===== config.mk =====
export PLATFORM = sky130hd
export DESIGN_NAME = writeback_unit
export DESIGN_NICKNAME = d
export VERILOG_FILES = /design/src/rtl/rv32_pkg.sv /design/src/rtl/load_align.sv /design/src/rtl/writeback_unit.sv
export SDC_FILE = /design/constraint.sdc
export NUM_CORES = 1
export LEC_CHECK = 0
export ABC_AREA = 1
export BUFFER_PORTS_ARGS = -buffer_cell sky130_fd_sc_hd__buf_2
export CAP_MARGIN = 20
export CORE_MARGIN = 4
export CORE_UTILIZATION = 45
export CTS_CLUSTER_DIAMETER = 30
export DETAILED_ROUTE_END_ITERATION = 8
export GPL_TIMING_DRIVEN = 1
export PLACE_DENSITY = 0.74
export SKIP_CTS_REPAIR_TIMING = 1
export SKIP_LAST_GASP = 1
export SLEW_MARGIN = 10
export SYNTH_ARGS = -nofsm -noshare
export SYNTH_HDL_FRONTEND = slang
export SYNTH_HIERARCHICAL = 1
export SYNTH_SLANG_ARGS = --single-unit

===== constraint.sdc =====
create_clock -name clk -period 4.6 [get_ports clk]
set_input_delay 0.46 -clock clk [delete_from_list [all_inputs] [get_ports clk]]
set_output_delay 0.46 -clock clk [all_outputs]
set_load 0.1 [all_outputs]

===== src/rtl/rv32_pkg.sv =====
// Shared RV32 definitions for the writeback slice: widths, writeback FSM states, load funct3 codes.
package rv32_pkg;

    localparam int unsigned XLEN    = 32;
    localparam int unsigned NUM_REG = 32;

    typedef enum logic [0:0] {
        IDLE     = 1'b0,
        WAIT_MEM = 1'b1
    } wb_state_t;

    localparam logic [2:0] F3_LB  = 3'b000;
    localparam logic [2:0] F3_LH  = 3'b001;
    localparam logic [2:0] F3_LW  = 3'b010;
    localparam logic [2:0] F3_LBU = 3'b100;
    localparam logic [2:0] F3_LHU = 3'b101;

endpackage


===== src/rtl/load_align.sv =====
// Combinational load extraction: selects byte/half/word by offset, extends it, and flags misaligned or illegal loads.
module load_align
    import rv32_pkg::*;
(
    input  logic [2:0]      funct3,
    input  logic [1:0]      addr_lo,
    input  logic [XLEN-1:0] word,
    output logic [XLEN-1:0] data,
    output logic            err
);

    logic [7:0]  byte_sel;
    logic [15:0] half_sel;

    always_comb begin
        byte_sel = 8'(word >> {addr_lo, 3'b000});
        half_sel = addr_lo[1] ? word[31:16] : word[15:0];
        data     = '0;
        err      = 1'b0;
        case (funct3)
            F3_LB:  data = {{(XLEN-8){byte_sel[7]}}, byte_sel};
            F3_LBU: data = {{(XLEN-8){1'b0}}, byte_sel};
            F3_LH: begin
                data = {{(XLEN-16){half_sel[15]}}, half_sel};
                err  = addr_lo[0];
            end
            F3_LHU: begin
                data = {{(XLEN-16){1'b0}}, half_sel};
                err  = addr_lo[0];
            end
            F3_LW: begin
                data = word;
                err  = (addr_lo != 2'b00);
            end
            default: err = 1'b1;
        endcase
    end

endmodule


===== src/rtl/writeback_unit.sv =====
// Writeback stage: sole register-file write master, waits on load responses and exports the pending-load entry.
// Optional WB_INSTRET_EN adds a 64-bit retired-instruction counter output.
module writeback_unit
    import rv32_pkg::*;
#(
    parameter int unsigned data_width = XLEN,
    parameter int unsigned num_reg    = NUM_REG,
    parameter int unsigned idx_width  = $clog2(num_reg)
) (
    input  logic                  clk,
    input  logic                  rst_n,
    input  logic                  in_valid,
    output logic                  in_ready,
    input  logic [idx_width-1:0]  in_rd,
    input  logic                  in_wen,
    input  logic                  in_is_load,
    input  logic [2:0]            in_funct3,
    input  logic [1:0]            in_addr_lo,
    input  logic [data_width-1:0] in_result,
    input  logic                  mem_rsp_valid,
    input  logic [data_width-1:0] mem_rsp_data,
    output logic                  rf_wen,
    output logic [idx_width-1:0]  rf_rd,
    output logic [data_width-1:0] rf_rdv,
    output logic                  pend_valid,
    output logic [idx_width-1:0]  pend_rd,
    output logic                  ld_err
`ifdef WB_INSTRET_EN
    ,
    output logic [63:0]           instret
`endif
);

    wb_state_t             state, state_n;
    logic                  rf_wen_n, pend_valid_n, ld_err_n;
    logic [idx_width-1:0]  rf_rd_n, pend_rd_n;
    logic [data_width-1:0] rf_rdv_n;
    logic [idx_width-1:0]  lat_rd, lat_rd_n;
    logic                  lat_wen, lat_wen_n;
    logic [2:0]            lat_f3, lat_f3_n;
    logic [1:0]            lat_lo, lat_lo_n;
    logic [XLEN-1:0]       al_data;
    logic                  al_err;

    load_align u_align (
        .funct3  (lat_f3),
        .addr_lo (lat_lo),
        .word    (XLEN'(mem_rsp_data)),
        .data    (al_data),
        .err     (al_err)
    );

    assign in_ready = (state == IDLE);

    // State and output registers
    always_ff @(posedge clk) begin
        if (!rst_n) begin
            state      <= IDLE;
            rf_wen     <= 1'b0;
            rf_rd      <= '0;
            rf_rdv     <= '0;
            pend_valid <= 1'b0;
            pend_rd    <= '0;
            ld_err     <= 1'b0;
            lat_rd     <= '0;
            lat_wen    <= 1'b0;
            lat_f3     <= '0;
            lat_lo     <= '0;
        end else begin
            state      <= state_n;
            rf_wen     <= rf_wen_n;
            rf_rd      <= rf_rd_n;
            rf_rdv     <= rf_rdv_n;
            pend_valid <= pend_valid_n;
            pend_rd    <= pend_rd_n;
            ld_err     <= ld_err_n;
            lat_rd     <= lat_rd_n;
            lat_wen    <= lat_wen_n;
            lat_f3     <= lat_f3_n;
            lat_lo     <= lat_lo_n;
        end
    end

    // Next state and next outputs; rf_rd/rf_rdv only move on a real write
    always_comb begin
        state_n      = state;
        rf_wen_n     = 1'b0;
        rf_rd_n      = rf_rd;
        rf_rdv_n     = rf_rdv;
        pend_valid_n = pend_valid;
        pend_rd_n    = pend_rd;
        ld_err_n     = 1'b0;
        lat_rd_n     = lat_rd;
        lat_wen_n    = lat_wen;
        lat_f3_n     = lat_f3;
        lat_lo_n     = lat_lo;
        case (state)
            IDLE: begin
                if (in_valid) begin
                    if (in_is_load) begin
                        lat_rd_n     = in_rd;
                        lat_wen_n    = in_wen;
                        lat_f3_n     = in_funct3;
                        lat_lo_n     = in_addr_lo;
                        pend_valid_n = in_wen && (in_rd != '0);
                        pend_rd_n    = in_rd;
                        state_n      = WAIT_MEM;
                    end else if (in_wen && (in_rd != '0)) begin
                        rf_wen_n = 1'b1;
                        rf_rd_n  = in_rd;
                        rf_rdv_n = in_result;
                    end
                end
            end
            WAIT_MEM: begin
                if (mem_rsp_valid) begin
                    pend_valid_n = 1'b0;
                    state_n      = IDLE;
                    if (al_err) begin
                        ld_err_n = 1'b1;
                    end else if (lat_wen && (lat_rd != '0)) begin
                        rf_wen_n = 1'b1;
                        rf_rd_n  = lat_rd;
                        rf_rdv_n = data_width'(al_data);
                    end
                end
            end
            default: state_n = IDLE;
        endcase
    end

`ifdef WB_INSTRET_EN
    logic retire_c;

    // Every accepted non-load and every load response retires one instruction
    assign retire_c = ((state == IDLE) && in_valid && !in_is_load) ||
                      ((state == WAIT_MEM) && mem_rsp_valid);

    always_ff @(posedge clk) begin
        if (!rst_n) begin
            instret <= '0;
        end else if (retire_c) begin
            instret <= instret + 64'd1;
        end
    end
`endif

endmodule


==> impl_metrics.ini <==
[global_route]
antenna_found_initial = 0
grt_overflow = 0
grt_pass1_wl_um = 15900
grt_max_degree = 76
grt_usage_pct = 21.9
first_global_vias = 3373

[drt]
avgViaCountPerCell = 4.99
vias = 3684
drt_iter0_drc = 186
drc = 0
avgRoutedWirePerCell_um = 13.7
final_antenna_net_count = 0
wl_um = 10100
dr.pass1.iters = 5

[timing]
hold_viol_final = 0
layout_setup_ws_ps = 2010
period_needed_ps = 2590
setup_tns_ps = 0
fmax_mhz = 387
drv_slew = 0
finalSetupViolCount = 0
worstMarginPinSlew_ps = 824
grt_setup_unrepaired = no
fin_crit_sh_pct = 56.2
fin_worst_skew_ps = 12.4
fin_hold_ws_ps = 396
relSlewSlack_pct = 45.1

[final_layout]
nFillCells = 783
nets = 718
final_area_mm2 = 0.00414
antennaDiodeCount = 0
syn_to_final_growth_pct = 18.7
final_layout_size_suffix_gt1_share_pct = 24.9
regArea_mm2 = 0.00104
finalNonFillerCells = 738
multi_input_area_mm2 = 0.00202

[clocking]
htreeDepth = 2
clk_pin_slew_ps = 100
cts_tree = yes
numCtsBuffers = 5
clkSinkCount = 52
clock_latency_ps = 310
cts_root_buf = clkbuf_8
clock_path_buffers = 2

[pwr]
peakVddDrop_v = 0.000186
leakage_nw = 2.15
power_frac_clock_pct = 26.4
swShare_pct = 41.3
p_int_mw = 0.834
p_switching_mw = 0.585
p_per_area_mw_per_mm2 = 343
power_frac_seq_pct = 36.0
comb_power_share_pct = 37.6

[critical_path]
worst_ep_required_time_ps = 4840
cp_max_fo = 54
startpoint_type = register
path_class = register to register
critPathArrivalTime_ps = 2830
critPathCaptureType = register
r2r_cells = 13

[place]
placedCellCount = 730
port_buffers = 125
place.gp.congestion = 0.957
post_dp_cell_area_mm2 = 0.00400
pre_cts_ws_ps = 2030
place_hpwl_um = 7550

[yosys]
synth_top_cell_by_area = dfxtp_1
synth_ff_type = dfxtp_1
synthCells = 541
synth_area_leaders = dfxtp_1 30%, nand2_1 15%, nor2_1 11%
syn-num-nets = 621
synthTopCellsByCount = 135 x nand2_1, 101 x nor2_1, 52 x dfxtp_1, 49 x nand3_1, 39 x a21oi_1
synth_edf_count = 0
ys_types = 28
synth.avg_cell_area_um2 = 6.44
synth.top_cell.area_share_pct = 29.9
synth_warnings = 6
post-synth-top-count-cell = nand2_1
async_reset_ff_share_pct = 0
yosysSeqAreaShare_pct = 29.9
ys_ff_latch = 52
syn_area_mm2 = 0.00348

[floorplan]
row_count = 31
dieArea_mm2 = 0.00922
num_io_pins = 126
start_util_pct = 47.3
dieHeight_um = 96.0
core-area_mm2 = 0.00737
die_x_um = 96.0

[run]
drv_cap = 0

[outcome]
status = complete, no violations

[hold_path]
worstHoldPathCells = 3
hold_path_class = input port to register
-- power by group through the flow --
stage / clock network (mW) / registers (mW) / logic, mW
2_1_floorplan: 0 / 0.714 / 0.244
3_3_place_gp: 0 / 0.520 / 0.526
3_5_place_dp: 0 / 0.521 / 0.534
4_1_cts: 0.382 / 0.511 / 0.535
5_1_grt: 0.399 / 0.516 / 0.580
6_report: 0.375 / 0.511 / 0.533
-- stage by stage --
stage | power [mW] | util (%)
after CTS | 1.43 | 56.1
after global placement | 1.05 | 54.0
after detailed placement | 1.06 | 54.3
after global routing | 1.49 | 56.1
final | 1.42 | 56.1
after floorplan | 0.958 | -
-- registers in the layout (all words and copies together) (netlist names) --
signal,flops
rf_wen,1
lat_f3,3
pend_valid,1
lat_rd,5
state,1
lat_wen,1
rf_rd,5
lat_lo,2
ld_err,1
rf_rdv,32
-- cell type report --
| type | instances | area share (%) |
|---|---|---|
| Clock buffer | 5 | 1.66 |
| Clock inverter | 3 | 1.66 |
| Inverter | 40 | 3.63 |
| Multi-Input combinational cell | 411 | 48.9 |
| Sequential cell | 52 | 25.2 |
| Tap cell | 99 | 2.99 |
| Timing Repair Buffer | 128 | 16.0 |
-- layout by cell type, fill, tap and decap left out --
| cell | instances |
|---|---|
| nand2_1 | 135 |
| buf_2 | 125 |
| nor2_1 | 101 |
| dfxtp_1 | 51 |
| nand3_1 | 49 |
| a21oi_1 | 39 |
| inv_1 | 37 |
| mux2i_1 | 36 |
| o21ai_0 | 18 |
| nand2_2 | 11 |
| nand4_1 | 9 |
| clkbuf_8 | 5 |
| inv_2 | 3 |
| a211oi_1 | 2 |
| bufinv_16 | 2 |
| buf_4 | 2 |
| nor2_2 | 2 |
| nand3b_1 | 1 |
| o21ai_4 | 1 |
| nor3_1 | 1 |
| inv_6 | 1 |
| dfxtp_2 | 1 |
| nand2_4 | 1 |
| a21oi_2 | 1 |
| nand3_4 | 1 |
| nand3_2 | 1 |
| nor2_4 | 1 |
| o21ai_1 | 1 |
| buf_12 | 1 |
-- worst paths after layout --
kind                  from        end  slack [ps]
min          in_addr_lo[0]  lat_lo[0]         400
min reg2reg      rf_rdv[9]  rf_rdv[9]         480
max              lat_f3[1]  rf_rdv[7]        2010
max reg2reg      lat_f3[1]  rf_rdv[7]        2010
-- kinds of logic after synthesis --
family	after synthesis	synth area share (%)
simple gates	313	38.2
flops	52	29.9
mux	36	10.3
compound gates	62	9.26
buf+inv	78	12.3
-- critical path, cell delays in order (launching register included) --
cell     delay [ps]
dfxtp_1         720
nand3_4         270
inv_1           270
o21ai_1         110
nand3_1          80
inv_1            60
nand2_1          50
nor2_1           40
nand2_1          70
nand2_2         250
buf_12          300
nand3_1         110
nand2_1          70
nor2_1          100
-- per-layer routing --
layer	routed length (µm)	part of all wire, %	GRT usage [%]
met1	4460	44	28.7
met2	4740	47	37.9
met3	801	7.9	3.60
met4	82	0.81	3.91
met5	0	0	0
(Power assumes the default switching activity.)
